### config.mk
export PLATFORM = sky130hd
export DESIGN_NAME = pipeline_hazard_ctrl
export DESIGN_NICKNAME = d
export VERILOG_FILES = /design/src/rtl/pipeline_hazard_ctrl.sv
export SDC_FILE = /design/constraint.sdc
export NUM_CORES = 1
export LEC_CHECK = 0
export ABC_CLOCK_PERIOD_IN_PS = 2650
export CAP_MARGIN = 10
export CORE_ASPECT_RATIO = 0.9
export CORE_MARGIN = 8
export CORE_UTILIZATION = 45
export DETAILED_ROUTE_END_ITERATION = 8
export PLACE_DENSITY = 0.81
export SYNTH_ARGS = -nofsm -noshare
export SYNTH_HDL_FRONTEND = slang
export SYNTH_SLANG_ARGS = --single-unit
### constraint.sdc
create_clock -name clk -period 2.65 [get_ports clk]
set_input_delay 0.6625 -clock clk [delete_from_list [all_inputs] [get_ports clk]]
set_output_delay 0.6625 -clock clk [all_outputs]
set_load 0.02 [all_outputs]
### src/rtl/pipeline_hazard_ctrl.sv
// Hazard and sequencing controller for the 4-stage pipeline: stall/flush/freeze
// generation, EX operand forwarding selects, memory-wait supervision and stall counting.
module pipeline_hazard_ctrl #(
    parameter int REGW        = 4,
    parameter int MEM_TIMEOUT = 255
) (
    input  logic            clk,
    input  logic            rst,
    input  logic [REGW-1:0] id_src1,
    input  logic [REGW-1:0] id_src2,
    input  logic [REGW-1:0] id_src3,
    input  logic            id_use1,
    input  logic            id_use2,
    input  logic            id_use3,
    input  logic [REGW-1:0] ex_src1,
    input  logic [REGW-1:0] ex_src2,
    input  logic [REGW-1:0] ex_src3,
    input  logic [REGW-1:0] ex_destReg,
    input  logic            ex_wreg,
    input  logic            ex_rmem,
    input  logic            ex_jmp,
    input  logic            ex_wpc,
    input  logic [REGW-1:0] mem_destReg,
    input  logic            mem_wreg,
    input  logic            mem_rmem,
    input  logic            mem_wmem,
    input  logic [REGW-1:0] wb_destReg,
    input  logic            wb_wreg,
    input  logic            mem_ack,
    output logic            stall_if,
    output logic            stall_id,
    output logic            flush_if,
    output logic            flush_id,
    output logic            freeze,
    output logic [1:0]      fwd1,
    output logic [1:0]      fwd2,
    output logic [1:0]      fwd3,
    output logic            mem_err,
    output logic [15:0]     stall_cnt
);

    typedef enum logic [1:0] {
        RUN     = 2'd0,
        MEMWAIT = 2'd1,
        ERROR   = 2'd2
    } state_t;

    localparam logic [8:0] TIMEOUT_LIM = 9'(MEM_TIMEOUT);

    state_t      state_q, state_d;
    logic [7:0]  wait_cnt_q, wait_cnt_d;
    logic        mem_err_q, mem_err_d;
    logic [15:0] stall_cnt_q, stall_cnt_d;

    logic        mreq;
    logic        redirect;
    logic        load_use;
    logic [8:0]  wait_next;
    logic        freeze_c;
    logic        stall_c;
    logic        flush_if_c;
    logic        flush_id_c;

    // Newest producer first; a load sitting in MEM has no data yet and never forwards.
    function automatic logic [1:0] fwd_sel(
        input logic [REGW-1:0] src,
        input logic [REGW-1:0] m_dest,
        input logic            m_wreg,
        input logic            m_rmem,
        input logic [REGW-1:0] w_dest,
        input logic            w_wreg
    );
        logic [1:0] sel;
        sel = 2'b00;
        if (m_wreg && !m_rmem && (m_dest == src)) begin
            sel = 2'b01;
        end else if (w_wreg && (w_dest == src)) begin
            sel = 2'b10;
        end
        return sel;
    endfunction

    assign mreq     = mem_rmem | mem_wmem;
    assign redirect = ex_jmp | ex_wpc;
    assign load_use = ex_rmem & ex_wreg &
                      ((id_use1 & (id_src1 == ex_destReg)) |
                       (id_use2 & (id_src2 == ex_destReg)) |
                       (id_use3 & (id_src3 == ex_destReg)));

    always_comb begin
        fwd1 = fwd_sel(ex_src1, mem_destReg, mem_wreg, mem_rmem, wb_destReg, wb_wreg);
        fwd2 = fwd_sel(ex_src2, mem_destReg, mem_wreg, mem_rmem, wb_destReg, wb_wreg);
        fwd3 = fwd_sel(ex_src3, mem_destReg, mem_wreg, mem_rmem, wb_destReg, wb_wreg);
    end

    always_comb begin
        state_d     = state_q;
        wait_cnt_d  = wait_cnt_q;
        mem_err_d   = mem_err_q;
        stall_cnt_d = stall_cnt_q;
        freeze_c    = 1'b0;
        stall_c     = 1'b0;
        flush_if_c  = 1'b0;
        flush_id_c  = 1'b0;
        wait_next   = {1'b0, wait_cnt_q} + 9'd1;

        case (state_q)
            RUN: begin
                if (mreq && !mem_ack) begin
                    freeze_c   = 1'b1;
                    state_d    = MEMWAIT;
                    wait_cnt_d = '0;
                end
            end
            MEMWAIT: begin
                wait_cnt_d = wait_next[8] ? wait_cnt_q : wait_next[7:0];
                if (mem_ack) begin
                    state_d = RUN;
                end else begin
                    freeze_c = 1'b1;
                    // The presenting RUN cycle already froze once, so the limit
                    // is checked against the count including this cycle.
                    if (wait_next >= TIMEOUT_LIM) begin
                        state_d   = ERROR;
                        mem_err_d = 1'b1;
                    end
                end
            end
            ERROR: begin
                freeze_c = 1'b1;
            end
            default: begin
                state_d = RUN;
            end
        endcase

        if (!freeze_c) begin
            if (redirect) begin
                flush_if_c = 1'b1;
                flush_id_c = 1'b1;
            end else if (load_use) begin
                stall_c    = 1'b1;
                flush_id_c = 1'b1;
            end
        end

        if ((stall_c || freeze_c) && (stall_cnt_q != 16'hFFFF)) begin
            stall_cnt_d = stall_cnt_q + 16'd1;
        end
    end

    always_ff @(posedge clk or negedge rst) begin
        if (!rst) begin
            state_q     <= RUN;
            wait_cnt_q  <= '0;
            mem_err_q   <= 1'b0;
            stall_cnt_q <= '0;
        end else begin
            state_q     <= state_d;
            wait_cnt_q  <= wait_cnt_d;
            mem_err_q   <= mem_err_d;
            stall_cnt_q <= stall_cnt_d;
        end
    end

    // Control outputs are forced low for the whole time reset is held.
    assign freeze    = freeze_c & rst;
    assign stall_if  = stall_c & rst;
    assign stall_id  = stall_c & rst;
    assign flush_if  = flush_if_c & rst;
    assign flush_id  = flush_id_c & rst;
    assign mem_err   = mem_err_q;
    assign stall_cnt = stall_cnt_q;

endmodule

### Yosys cells after proc, flatten, opt, wreduce, memory -nomap -nowiden

Cells that the tools add are included.

* add/subtract/negate cells: 2
* order comparisons: 1
* equality and inequality tests: 15
* mux-type cells: 23
* bitwise operators: 15
* reductions and logical operators: 17

Operator list (number)
* 4-bit equality test: 9
* 2-bit 2-to-1 mux: 9
* 16-bit by 1-bit adder with 16-bit output (second input constant): 1
* 8-bit 2-to-1 mux: 2
* 16-bit inequality test (second input constant): 1
* 8-bit case mux with 2 select lines: 1
* 8-bit by 1-bit adder with 9-bit output (second input constant): 1
* 1-bit bitwise AND: 9
* 9-bit by 8-bit >= comparator with 1-bit output (second input constant): 1
* 1-bit logical AND: 9
* 1-bit 2-to-1 mux: 9
* 3-bit AND reduction: 3
* 2-bit case mux with 3 select lines: 1
* 2-bit inequality test (second input constant): 2
* 1-bit bitwise OR: 4
* 3-bit inequality test (second input constant): 1
* 1-bit case mux with 3 select lines: 1
* 2-bit by 1-bit equality test with 1-bit output (second input constant): 1
* 2-bit equality test (second input constant): 1
* 1-bit logical NOT: 2
* 2-bit logical NOT: 1
* 1-bit NOT: 2
* 2-bit nonzero test: 1
* 1-bit logical OR: 1

* bits in registers: 27
* input bits: 50
* output and inout port bits: 28
* word-level logic and storage cells: 77

### Longest topological paths before layout

Gate-level depths: netlist of the first run.

* depth after elaboration: 10
* gate-level depth with buffers: 7
* gate-level depth less buffers: 7

### Worst setup path before layout of the first run

No wires, ideal clock.

* path kind: input to output
* from: input port mem_rmem
* to: output port stall_if
* arrival time: 2.209 ns
* required time: 1.987 ns
* setup slack: -0.221 ns
* stages on the path: 7
* path buffers: 2
* cell sequence: nor3_1 > nor3_1 > a21oi_4 > buf_2 > nand2_1 > nor2_1 > buf_4

* longest elaborated chain between the ends: 6

RTL lines
* from (decl): RTL line 25 `input logic mem_rmem,`
* 1-bit bitwise OR: RTL line 83 `assign mreq = mem_rmem | mem_wmem;`
* 1-bit logical AND: RTL line 109 `if (mreq && !mem_ack) begin`
* 1-bit 2-to-1 mux: RTL line 109
* 1-bit case mux with 3 select lines: RTL line 107 `case (state_q)`
* 1-bit 2-to-1 mux: RTL line 137 `if (!freeze_c) begin`
* 1-bit bitwise AND
* to (decl): RTL line 30 `output logic stall_if,`

No other way between the ends.

### Worst setup path after layout of the first run

* from: input port ex_src1[2]
* to: output port fwd1[1]

* longest elaborated chain between the ends: 4
* elaborated cells on any way between the ends: 6
* classes of those cells: eq/ne: 2; mux: 2; reduce/logical: 2

RTL lines
* from (decl): RTL line 15 `input logic [REGW-1:0] ex_src1,`
* 4-bit equality test: RTL line 77 `end else if (w_wreg && (w_dest == src)) begin`
* 1-bit logical AND: RTL line 77
* 2-bit 2-to-1 mux: RTL line 77
* 2-bit 2-to-1 mux (*): RTL line 75 `if (m_wreg && !m_rmem && (m_dest == src)) begin`
* to (decl): RTL line 35 `output logic [1:0] fwd1,`

Every way passes the cells marked *; elsewhere a longest branch is shown, timed or not.

==> flow_summary.ini, run 1 <==
[status]
outcome = complete, no violations

[sta]
report.final.hold_viol_count = 0
fin_worst_skew_ns = 0.00589
min_period_over_period_pct = 98.0
totalNegativeSetupSlack_ns = 0
final.hold.worst_slack_ns = 0.480
timing.final.setup_violations = 0
slew_limit_headroom_pct = 73.0
shortest_period_the_worst_path_allows_ns = 2.60
timing.final.max_slew_violations = 0
max_slew.worst_pin.slew_ns = 0.403
final_critical_path_setup_slack_ns = 0.0528
fmax_ghz = 0.385

[detailed_routing]
route.vias.total = 1974
drt_drc_violations_left = 0
wl_per_cell_um = 15.1
detailedRoute.firstIterationViolations = 83
drt_first_pass_iters = 4
drt.antenna.violating_nets = 0
routed_wl_um = 5770
routed_via_density = 5.17

[global_routing]
grt_max_degree = 22
gr-total-overflow = 0
grt_util_all_layers_pct = 16.1
grt_pass1_wl_um = 9160
first_global_vias = 2000
antenna_found_initial = 0

[place]
gp_congestion = 0.861
dp_worst_setup_slack_ns = -0.647
numPortBuffers = 77
detailedPlacementHpwl_um = 4640

[logic_synthesis]
synthDistinctLibCells = 40
syn_area_per_cell_sq_um = 9.60
synth_seq_area_share_pct = 32.7
synth_area_leaders = dfrtp_1 (33%), xor2_1 (14%), xnor2_1 (6.8%)
syn_inst = 215
synth_top_cell_by_area = dfrtp_1
yosys_warnings = 0
synth_area_sq_um = 2060
synth_seq_cells = 27
fraction_of_post_synthesis_cell_area_in_the_top_cell_type_by_area_pct = 32.7
synthesis.nets = 268

[die]
die_area_sq_um = 7010
i_o_pin_total = 78
floorplan.rows = 23
die-height_um = 80.2
die_w_um = 87.4
initial_utilization_pct = 46.6
coreArea_sq_um = 4430

[clock_network]
cts_htree_levels = 1
cts_hold_buffers = 0
cts_inserted_buffers = 3
clk_path_buf_depth = 2
tritoncts = done
clock-root-buffer = clkbuf_8
insertion_delay_ns = 0.28
cts_sinks = 27
clkTransAtPathRegs_ns = 0.10

[worst_setup_path]
ff2ff_setup_slack_ns = 0.46
rr_endpoint = wait_cnt_q[5]$_DFFE_PN0P_
critical_path_peak_fanout = 2
end_kind = primary output
type_of_element_launching_the_critical_path = primary input
worst_r2r_path_depth = 7
cp.required_ns = 1.99
critPathArrivalTime_ns = 1.93
reg_to_reg_critical_path_startpoint = wait_cnt_q[0]$_DFFE_PN0P_
timing.setup.critical_path_class = in2out

[pwr]
p_per_area_nw_per_um2 = 488
power_mw = 1.55
leakagePower_nw = 1.37
vdd_ir_drop_max_mv = 0.493

[finish]
finish.utilization_pct = 71.6
area_taken_by_flip_flops_and_latches_sq_um = 676
design.final.nets = 373
fillerInstances = 347
layout-drive-gt1-share_pct = 26.3
synthToLayoutAreaGrowth_pct = 53.9
area_occupied_by_multi_input_gates_sq_um = 1390

[worst_hold_path]
holdCritStartpoint = mem_err$_DFFE_PN0P_
hold-path-endpoint = mem_err$_DFFE_PN0P_
holdCritPathClass = reg2reg
min_delay_path_depth = 1

[job]
cap_viol_max_count = 0
-- repair_timing --
item | in CTS | in global routing
resized for setup | 86 | 22
setup endpoints to repair | 11 | 9
setup buffers | 3 | 3
pin swaps | 18 | 10
-- state kept, by name, indices dropped and copies added (netlist names) --
| register | cells |
|---|---|
| stall_cnt | 16 |
| wait_cnt_q | 8 |
| state_q | 2 |
| mem_err | 1 |
-- worst max-delay path, cell delays in order --
cell	delay, ns
clkdlybuf4s50_1	0.46
xor2_1	0.18
nor3_1	0.20
nand3_1	0.09
nor2_1	0.09
clkdlybuf4s15_2	0.26
-- power by group --
group / total, mW / internal [mW] / switching [mW]
sequential: 0.629 / 0.504 / 0.125
combinational: 0.676 / 0.338 / 0.338
clock: 0.245 / 0.107 / 0.138
-- logic make-up after synthesis --
group | synth area share [%]
multiplexers | 1.46
buffers and inverters | 3.70
adder cells (fa/ha/maj) | 1.82
XOR/XNOR | 21.2
AND/OR/NAND/NOR | 19.8
AO/OA/AOI/OAI | 19.2
flip-flops | 32.7
-- metrics by stage --
| stage | area, sq um | instances |
|---|---|---|
| floorplan | 2070 | 215 |
| global placement | 3040 | 371 |
| detailed placement | 3040 | 371 |
| CTS | 3110 | 378 |
| global route | 3170 | 381 |
| finish | 3170 | 382 |
-- metal layers --
layer / up-vias / wire length, um / global-route usage [%]
met5: - / 0 / 0
met4: 0 / 89 / 5.32
met3: 8 / 439 / 4.49
met2: 75 / 2820 / 26.8
met1: 918 / 2420 / 19.4
li1: 973 / - / -
-- area by class of cell --
| class | instances | share of cell area, % |
|---|---|---|
| multi-input combinational | 174 | 43.8 |
| antenna | 1 | 0.0788 |
| clock inverter | 1 | 0.237 |
| sequential | 27 | 21.3 |
| timing repair buffer | 105 | 29.8 |
| clock buffer | 3 | 1.30 |
| tap | 62 | 2.44 |
| inverter | 9 | 1.06 |
-- cells in the mapped netlist --
cell type  number
inv_1           9
nor2_2          1
buf_8           1
ha_1            3
o31ai_1         3
mux2_4          2
nor4_2          3
buf_2           1
nand3_1        13
nor4_4          1
o22ai_1         2
a2111oi_0       1
o311ai_0        1
nor4_1          2
and3_1          3
buf_6           1
nand2_1        21
a2111oi_2       6
nand4_2         1
nor3_1          8
a221o_1         1
a21boi_2        1
a21oi_4         2
o21ai_0         7
o31ai_4         1
nand2b_1        3
xor2_1         34
xnor2_1        16
clkbuf_1        1
a211oi_2        7
nor2_1         15
nand3_2         1
nand4_1         2
a21oi_1         2
dfrtp_1        27
o41a_1          1
buf_4           1
nor2b_1         2
and2_1          1
o21ai_1         7
-- placed cells by master (no fill, tap or decap), types with 5 or more instances in the layout --
master,n
nand3_1,13
dfrtp_1,27
inv_1,8
nor3_2,5
nand2_1,20
buf_4,33
dlygate4sd2_1,20
o21ai_0,7
dlymetal6s2s_1,7
a2111oi_2,6
a211oi_2,7
xor2_1,33
clkdlybuf4s50_1,33
xnor2_1,16
nor2_1,13
o21ai_1,7
-- worst max path at each step --
stage                              from                       end  slack [ns]  cells after the start
after floorplan                mem_rmem                  stall_if       -0.05                      7
after global placement    ex_destReg[1]                  flush_id       -0.61                      6
after detailed placement  ex_destReg[1]                  stall_id       -0.65                      7
after CTS                      mem_wmem                  flush_id       -0.01                      7
after global routing      ex_destReg[3]  stall_cnt[5]$_DFFE_PN0P_      -0.004                     10
final                        ex_src1[2]                   fwd1[1]        0.05                      6
No activity file was read; power rests on OpenSTA's default activity.
==> run 2, diff against run 1 <==
Settings changed: CTS_BUF_LIST set to sky130_fd_sc_hd__clkbuf_8.
==> results of run 2 <==
Same layout as run 1: the final DEF is identical, and so are final timing and power.
